File: src/rtl/pattern_pkg.sv
// Types and constants shared by the binary-frame capture and read-out paths.
// The state enum is also used as the capture-side state type.
package pattern_pkg;

    typedef enum logic [1:0] {
        IDLE     = 2'd0,
        STREAM   = 2'd1,
        COMPLETE = 2'd2
    } rd_state_e;

    localparam logic [7:0] PIX_WHITE = 8'd255;
    localparam logic [7:0] PIX_BLACK = 8'd0;

    // One buffered pixel: captured bit plus its frame/line markers.
    typedef struct packed {
        logic pix;
        logic sof;
        logic eol;
        logic eof;
    } pix_tag_t;

    function automatic int total_pixels(input int width, input int height);
        return width * height;
    endfunction

endpackage

File: src/rtl/bram_reader_if.sv
// Pixel stream carrying 8-bit pixels with frame/line markers on a valid/ready handshake.
interface bram_reader_if;
    logic       y_valid;
    logic       y_ready;
    logic [7:0] y_data;
    logic       y_sof;
    logic       y_eol;
    logic       y_eof;

    modport master (output y_valid, y_data, y_sof, y_eol, y_eof, input y_ready);
    modport slave  (input y_valid, y_data, y_sof, y_eol, y_eof, output y_ready);
endinterface

File: src/rtl/bram_reader_skid.sv
// Two-entry register buffer; entry 0 is the head and drives the stream directly.
module bram_reader_skid
    import pattern_pkg::*;
(
    input  logic       clk,
    input  logic       rst_n,
    input  logic       push,
    input  pix_tag_t   push_ent,
    input  logic       pop,
    output pix_tag_t   head,
    output logic [1:0] count
);

    pix_tag_t   e0_q, e0_d, e1_q, e1_d;
    logic [1:0] cnt_q, cnt_d;

    always_comb begin
        e0_d  = e0_q;
        e1_d  = e1_q;
        cnt_d = cnt_q;
        case ({push, pop})
            2'b10: begin
                if (cnt_q == 2'd0) e0_d = push_ent;
                else               e1_d = push_ent;
                cnt_d = cnt_q + 2'd1;
            end
            2'b01: begin
                e0_d  = e1_q;
                cnt_d = cnt_q - 2'd1;
            end
            2'b11: begin
                // Simultaneous push/pop: the new entry lands behind whatever remains.
                if (cnt_q == 2'd2) begin
                    e0_d = e1_q;
                    e1_d = push_ent;
                end else begin
                    e0_d = push_ent;
                end
            end
            default: ;
        endcase
    end

    always_ff @(posedge clk or negedge rst_n) begin
        if (!rst_n) begin
            e0_q  <= '0;
            e1_q  <= '0;
            cnt_q <= 2'd0;
        end else begin
            e0_q  <= e0_d;
            e1_q  <= e1_d;
            cnt_q <= cnt_d;
        end
    end

    assign head  = e0_q;
    assign count = cnt_q;

endmodule

File: src/rtl/bram_reader.sv
// Streams a captured 1-bit frame out of BRAM as 8-bit pixels on a valid/ready
// stream, tagging start of frame, end of line and end of frame.
module bram_reader
    import pattern_pkg::*;
#(
    parameter int IMG_WIDTH  = 640,
    parameter int IMG_HEIGHT = 480,
    parameter int ADDR_W     = $clog2(IMG_WIDTH * IMG_HEIGHT)
) (
    input  logic              clk,
    input  logic              rst_n,
    input  logic              start_trigger,
    input  logic              frame_valid,
    output logic              rd_en,
    output logic [ADDR_W-1:0] rd_addr,
    input  logic              rd_data,
    bram_reader_if.master     y,
    output logic              reading,
    output logic              read_complete
);

    localparam int                XW        = (IMG_WIDTH > 1) ? $clog2(IMG_WIDTH) : 1;
    localparam logic [XW-1:0]     X_LAST    = XW'(IMG_WIDTH - 1);
    localparam logic [ADDR_W-1:0] LAST_ADDR = ADDR_W'(total_pixels(IMG_WIDTH, IMG_HEIGHT) - 1);

    rd_state_e         state_q, state_d;
    logic [ADDR_W-1:0] addr_q, addr_d;
    logic [XW-1:0]     x_q, x_d;
    logic              addr_rem_q, addr_rem_d;
    logic              inflight_q, inflight_d;
    logic [2:0]        tag_q, tag_d;

    pix_tag_t   head;
    logic [1:0] buf_cnt;
    logic       out_valid;
    logic       pop;
    logic       issue;
    logic [2:0] occ;

    assign out_valid = (buf_cnt != 2'd0);
    assign pop       = out_valid && y.y_ready;
    // Slots already claimed once this cycle's pop is accounted for.
    assign occ       = {1'b0, buf_cnt} + {2'b00, inflight_q} - {2'b00, pop};
    assign issue     = (state_q == STREAM) && addr_rem_q && (occ < 3'd2);

    always_comb begin
        state_d    = state_q;
        addr_d     = addr_q;
        x_d        = x_q;
        addr_rem_d = addr_rem_q;
        inflight_d = issue;
        tag_d      = {(addr_q == '0), (x_q == X_LAST), (addr_q == LAST_ADDR)};
        case (state_q)
            IDLE: begin
                if (start_trigger && frame_valid) begin
                    state_d    = STREAM;
                    addr_d     = '0;
                    x_d        = '0;
                    addr_rem_d = 1'b1;
                end
            end
            STREAM: begin
                if (issue) begin
                    if (addr_q == LAST_ADDR) addr_rem_d = 1'b0;
                    else                     addr_d     = addr_q + ADDR_W'(1);
                    x_d = (x_q == X_LAST) ? '0 : x_q + XW'(1);
                end
                if (pop && head.eof) state_d = COMPLETE;
            end
            COMPLETE: state_d = IDLE;
            default:  state_d = IDLE;
        endcase
    end

    always_ff @(posedge clk or negedge rst_n) begin
        if (!rst_n) begin
            state_q    <= IDLE;
            addr_q     <= '0;
            x_q        <= '0;
            addr_rem_q <= 1'b0;
            inflight_q <= 1'b0;
            tag_q      <= 3'b000;
        end else begin
            state_q    <= state_d;
            addr_q     <= addr_d;
            x_q        <= x_d;
            addr_rem_q <= addr_rem_d;
            inflight_q <= inflight_d;
            tag_q      <= tag_d;
        end
    end

    bram_reader_skid u_skid (
        .clk      (clk),
        .rst_n    (rst_n),
        .push     (inflight_q),
        .push_ent ({rd_data, tag_q}),
        .pop      (pop),
        .head     (head),
        .count    (buf_cnt)
    );

    assign rd_en         = issue;
    assign rd_addr       = addr_q;
    assign y.y_valid     = out_valid;
    assign y.y_data      = head.pix ? PIX_WHITE : PIX_BLACK;
    assign y.y_sof       = out_valid && head.sof;
    assign y.y_eol       = out_valid && head.eol;
    assign y.y_eof       = out_valid && head.eof;
    assign reading       = (state_q == STREAM);
    assign read_complete = (state_q == COMPLETE);

endmodule

File: src/flat_wrapper.sv
// flat-port wrapper written by rule: the top's interface ports become plain ports
module bram_reader_flat import pattern_pkg::*;
#(
    parameter int IMG_WIDTH  = 640,
    parameter int IMG_HEIGHT = 480,
    parameter int ADDR_W     = $clog2(IMG_WIDTH * IMG_HEIGHT)
)
  (clk, rst_n, start_trigger, frame_valid, rd_en, rd_addr, rd_data, reading, read_complete, y_y_valid, y_y_data, y_y_sof, y_y_eol, y_y_eof, y_y_ready);
  bram_reader_if y_i ();
  input  logic clk;
  input  logic rst_n;
  input  logic start_trigger;
  input  logic frame_valid;
  output logic rd_en;
  output logic [ADDR_W-1:0] rd_addr;
  input  logic rd_data;
  output logic reading;
  output logic read_complete;
  output wire logic [$bits(y_i.y_valid)-1:0] y_y_valid;
  output wire logic [$bits(y_i.y_data)-1:0] y_y_data;
  output wire logic [$bits(y_i.y_sof)-1:0] y_y_sof;
  output wire logic [$bits(y_i.y_eol)-1:0] y_y_eol;
  output wire logic [$bits(y_i.y_eof)-1:0] y_y_eof;
  input wire logic [$bits(y_i.y_ready)-1:0] y_y_ready;
  assign y_y_valid = y_i.y_valid;
  assign y_y_data = y_i.y_data;
  assign y_y_sof = y_i.y_sof;
  assign y_y_eol = y_i.y_eol;
  assign y_y_eof = y_i.y_eof;
  assign y_i.y_ready = y_y_ready;
  bram_reader #(.IMG_WIDTH(IMG_WIDTH), .IMG_HEIGHT(IMG_HEIGHT), .ADDR_W(ADDR_W)) u_core (.clk(clk), .rst_n(rst_n), .start_trigger(start_trigger), .frame_valid(frame_valid), .rd_en(rd_en), .rd_addr(rd_addr), .rd_data(rd_data), .y(y_i), .reading(reading), .read_complete(read_complete));
endmodule
File: config.mk
export PLATFORM = sky130hd
export DESIGN_NAME = bram_reader_flat
export DESIGN_NICKNAME = d
export VERILOG_FILES = /design/src/rtl/pattern_pkg.sv /design/src/rtl/bram_reader_if.sv /design/src/rtl/bram_reader_skid.sv /design/src/rtl/bram_reader.sv /design/src/flat_wrapper.sv
export SDC_FILE = /design/constraint.sdc
export NUM_CORES = 1
export LEC_CHECK = 0
export BUFFER_PORTS_ARGS = -buffer_cell sky130_fd_sc_hd__buf_2
export CORE_ASPECT_RATIO = 1.75
export CORE_MARGIN = 2
export CORE_UTILIZATION = 50
export DETAILED_ROUTE_END_ITERATION = 8
export GPL_ROUTABILITY_DRIVEN = 0
export GPL_TIMING_DRIVEN = 0
export HOLD_SLACK_MARGIN = 0.03
export PLACE_DENSITY = 0.72
export REMOVE_ABC_BUFFERS = 1
export SETUP_SLACK_MARGIN = 0.15
export SYNTH_ARGS = -nofsm -noshare
export SYNTH_HDL_FRONTEND = slang
export SYNTH_SLANG_ARGS = --single-unit
File: constraint.sdc
create_clock -name clk -period 4.98 [get_ports clk]
set_input_delay 0.747 -clock clk [delete_from_list [all_inputs] [get_ports clk]]
set_output_delay 0.747 -clock clk [all_outputs]
set_load 0.02 [all_outputs]
==> impl_metrics.sql <==
INSERT INTO impl_metrics (metric_group, metric, value, unit) VALUES
('run_status', 'outcome', 'complete, but fails checks', ''),
('run_status', 'failed_checks', 'DRC', ''),
('clocking', 'cts_tree', 'done', ''),
('timing', 'clock_skew_after_layout', '0.00902', 'ns'),
('flow_run', 'cap_violations', '0', ''),
('power', 'power.ir.vdd_worst', '0.000268', 'V'),
('final_layout', 'fraction_of_final_layout_cells_with_drive_strength_greater_than_1', '21.6', '%'),
('global_route', 'top_usage_layer', 'met2', ''),
('global_route', 'grt_util_met3', '3.77', '%'),
('drt', 'vias', '2155', ''),
('timing', 'finalWorstPathRequiredPeriod', '4.30', 'ns'),
('setup_path', 'worst_path_top_cell_family_by_delay', 'simple AND/OR/NAND/NOR gates', ''),
('floorplanning', 'start_util', '51.9', '%'),
('timing', 'finalSetupTns', '0', 'ns'),
('global_route', 'grtUsageMet1', '24.9', '%'),
('synthesis', 'synth_seq_cells', '46', ''),
('synthesis', 'post-synth-top-area-cell', 'sky130_fd_sc_hd__dfrtp_1', ''),
('drt', 'post-route-drc-count', '2', ''),
('floorplanning', 'core', '5020', 'um2'),
('placement', 'portBuffers', '39', ''),
('timing', 'relSlewSlack', '31.9', '%'),
('floorplanning', 'fp.dieArea', '5830', 'um2'),
('drt', 'detail_route.iter0.violations', '64', ''),
('final_layout', 'total_area_of_multi_input_combinational_cells', '1290', 'um2'),
('setup_path', 'cpPeakStageDelay', '0.57', 'ns'),
('drt', 'route.final.wire_length', '5.78', 'mm'),
('clocking', 'cts_htree_levels', '2', ''),
('clocking', 'cts-root-buf', 'sky130_fd_sc_hd__clkbuf_8', ''),
('clocking', 'clk_transition_reported_paths', '0.08', 'ns'),
('power', 'power.density_cell_area', '547', 'nW/um2'),
('setup_path', 'timing.critical_path.to_type', 'primary output', ''),
('global_route', 'grt_pass1_wl', '10.0', 'mm'),
('clocking', 'cts_buffer_depth', '2', ''),
('clocking', 'numCtsBuffers', '5', ''),
('setup_path', 'timing.critical_path.fanout_max', '9', ''),
('setup_path', 'timing.critical_path.buf_inv', '2', ''),
('synthesis', 'synth_top_flop_cell', 'sky130_fd_sc_hd__dfrtp_1', ''),
('setup_path', 'timing.critical_path.arrival', '3.55', 'ns'),
('timing', 'fmax', '233', 'MHz'),
('timing', 'timing.final.max_slew_violations', '0', ''),
('synthesis', 'synth_enable_flop_cells', '0', ''),
('drt', 'route.detailed.wl_per_inst', '16.3', 'um'),
('global_route', 'grt_antenna_before_repair', '0', ''),
('setup_path', 'setup.worst_path.start_class', 'register', ''),
('final_layout', 'finish.utilization', '57.0', '%'),
('placement', 'dp_hpwl', '4.24', 'mm'),
('synthesis', 'yosys-top-cells-count', 'sky130_fd_sc_hd__dfrtp_1, sky130_fd_sc_hd__nand2_1, sky130_fd_sc_hd__nor2_1', ''),
('setup_path', 'crit_type', 'reg -> out', ''),
('drt', 'firstDrtPassIters', '6', ''),
('synthesis', 'synth.top_cells.by_area', 'sky130_fd_sc_hd__dfrtp_1, sky130_fd_sc_hd__nand2_1, sky130_fd_sc_hd__ha_1', ''),
('min_path', 'min_path_type', 'reg -> reg', ''),
('clocking', 'clock_sink_count', '46', ''),
('global_route', 'globalRouteTotalUtil', '22.3', '%'),
('synthesis', 'yosysUniqueCellTypes', '57', ''),
('synthesis', 'synth.top_cell.area_share', '44.1', '%'),
('clocking', 'ctsHoldBuffers', '0', ''),
('final_layout', 'sequential_cell_area', '1150', 'um2'),
('setup_path', 'critPathSlowestCell', 'sky130_fd_sc_hd__or2_0', ''),
('global_route', 'via_count_of_the_first_global_routing_pass', '2172', ''),
('synthesis', 'area_of_the_mapped_netlist', '2610', 'um2'),
('final_layout', 'count_of_placed_standard_cells_in_the_final_layout_fillers_left_out', '355', ''),
('timing', 'finalHoldWorstSlack', '0.474', 'ns'),
('drt', 'via_per_inst', '6.07', ''),
('synthesis', 'synthesized_instance_count', '269', ''),
('floorplanning', 'die_width', '58.6', 'um'),
('drt', 'ant_nets', '0', ''),
('synthesis', 'ys_async_sr_fraction', '100', '%'),
('synthesis', 'synth.yosys.seq_area_share', '44.1', '%'),
('synthesis', 'ys_warn_count', '0', ''),
('setup_path', 'critical_path_required', '4.23', 'ns'),
('timing', 'timing.final.crit_share', '86.3', '%');
## sequential cells by signal, summed over array words and instances, names as in the netlist
register / flops
u_core.u_skid.e1_q: 4
u_core.rd_addr: 19
u_core.state_q: 2
u_core.x_q: 10
u_core.addr_rem_q: 1
u_core.u_skid.head: 4
u_core.u_skid.count: 2
u_core.tag_q: 3
u_core.inflight_q: 1
## worst paths after layout
check,startpoint,to,slack (ns),cells after the start
worst max-delay path,u_core.u_skid.count[1]$_DFFE_PN0N_,rd_en,0.68,9
worst min-delay path,u_core.u_skid.head[1]$_DFFE_PN0P_,u_core.u_skid.head[1]$_DFFE_PN0P_,0.47,2
worst max register to register,u_core.u_skid.count[1]$_DFFE_PN0N_,u_core.rd_addr[16]$_DFFE_PN0P_,1.35,10
worst min register to register,u_core.u_skid.head[1]$_DFFE_PN0P_,u_core.u_skid.head[1]$_DFFE_PN0P_,0.47,2
max in group asynchronous,rst_n,u_core.x_q[3]$_DFFE_PN0P_,3.73,1
min in group asynchronous,rst_n,u_core.state_q[0]$_DFFE_PN0P_,0.62,1
## worst reg2reg max path: stages, from the launching register on
cell and delay (ns):
sky130_fd_sc_hd__dfrtp_1 0.48, sky130_fd_sc_hd__nor2_1 0.37, sky130_fd_sc_hd__nor2b_1 0.18, sky130_fd_sc_hd__ha_1 0.36, sky130_fd_sc_hd__nand2b_1 0.18, sky130_fd_sc_hd__fa_1 0.55
sky130_fd_sc_hd__nand4b_1 0.14, sky130_fd_sc_hd__or2_0 0.48, sky130_fd_sc_hd__a21oi_4 0.46, sky130_fd_sc_hd__a41oi_1 0.17, sky130_fd_sc_hd__a31oi_1 0.19
## cells in the final DEF (no fill, tap or decap), types with 2 or more instances in the layout
cell                       Yosys  final
sky130_fd_sc_hd__dfrtp_1      46     46
sky130_fd_sc_hd__buf_2         1     39
sky130_fd_sc_hd__nand2_1      26     26
sky130_fd_sc_hd__nor2_1       18     18
sky130_fd_sc_hd__inv_1        15     15
sky130_fd_sc_hd__o21ai_0      15     15
sky130_fd_sc_hd__nand3_1      14     14
sky130_fd_sc_hd__a21oi_1      11     11
sky130_fd_sc_hd__a31oi_1       8      8
sky130_fd_sc_hd__a41oi_1       7      7
sky130_fd_sc_hd__xnor2_1       7      7
sky130_fd_sc_hd__ha_1          7      7
sky130_fd_sc_hd__a22oi_1       6      6
sky130_fd_sc_hd__nor3_1        6      6
sky130_fd_sc_hd__clkbuf_8      0      6
sky130_fd_sc_hd__nand4_1       5      5
sky130_fd_sc_hd__nor2b_1       5      5
sky130_fd_sc_hd__mux2_2        4      4
sky130_fd_sc_hd__nor4_1        3      3
sky130_fd_sc_hd__o21a_1        3      3
sky130_fd_sc_hd__and3_1        3      3
sky130_fd_sc_hd__o21ai_1       3      3
sky130_fd_sc_hd__o31ai_1       3      3
sky130_fd_sc_hd__nand2b_1      2      2
sky130_fd_sc_hd__inv_2         2      2
sky130_fd_sc_hd__nor4b_1       2      2
sky130_fd_sc_hd__nor4_4        2      2
sky130_fd_sc_hd__xor2_1        2      2
sky130_fd_sc_hd__or4_1         2      2
sky130_fd_sc_hd__o211ai_1      2      2
sky130_fd_sc_hd__a22o_1        2      2
## routing by layer
| metal | routed length, um | vias to the layer above | part of all wire [%] |
|---|---|---|---|
| met4 | 136 | 0 | 2.4 |
| met2 | 3210 | 59 | 56 |
| li1 | - | 1041 | - |
| met1 | 2180 | 1044 | 38 |
| met3 | 249 | 11 | 4.3 |
| met5 | 0 | - | 0 |
## cell families (layout without fill, tap and decap cells)
logic type               count (synthesis)  count (layout)  synth area share [%]
AND/OR/NAND/NOR                         99              99                  21.8
buffers and inverters                   32              64                  6.53
flip-flops                              46              46                  44.1
AO/OA/AOI/OAI                           71              71                  18.6
adder cells (fa/ha/maj)                  8               8                  4.13
XOR/XNOR                                 9               9                  3.02
multiplexers                             4               4                  1.73
## metrics by stage
| step | worst slack (ns) | total power [uW] |
|---|---|---|
| after floorplan | 1.51 | 1090 |
| after global placement | 0.895 | 1320 |
| after detailed placement | 0.881 | 1340 |
| after CTS | 0.622 | 1580 |
| after global routing | 0.424 | 1700 |
| final | 0.680 | 1560 |
## area by class of cell
cell class                 instances  share of cell area, %
multi-input combinational        191                   45.0
clock inverter                     2                  0.438
timing repair buffer              39                   6.83
clock buffer                       6                   2.89
sequential                        46                   40.3
tap                               54                   2.36
inverter                          17                   2.23
## power by group
part	internal, uW	leakage (uW)	switching, uW
Combinational	243	0.000703	511
Sequential	455	0.000601	119
Clock	112	0.0000472	126
Note: power is estimated with default switching activity, not from simulation.
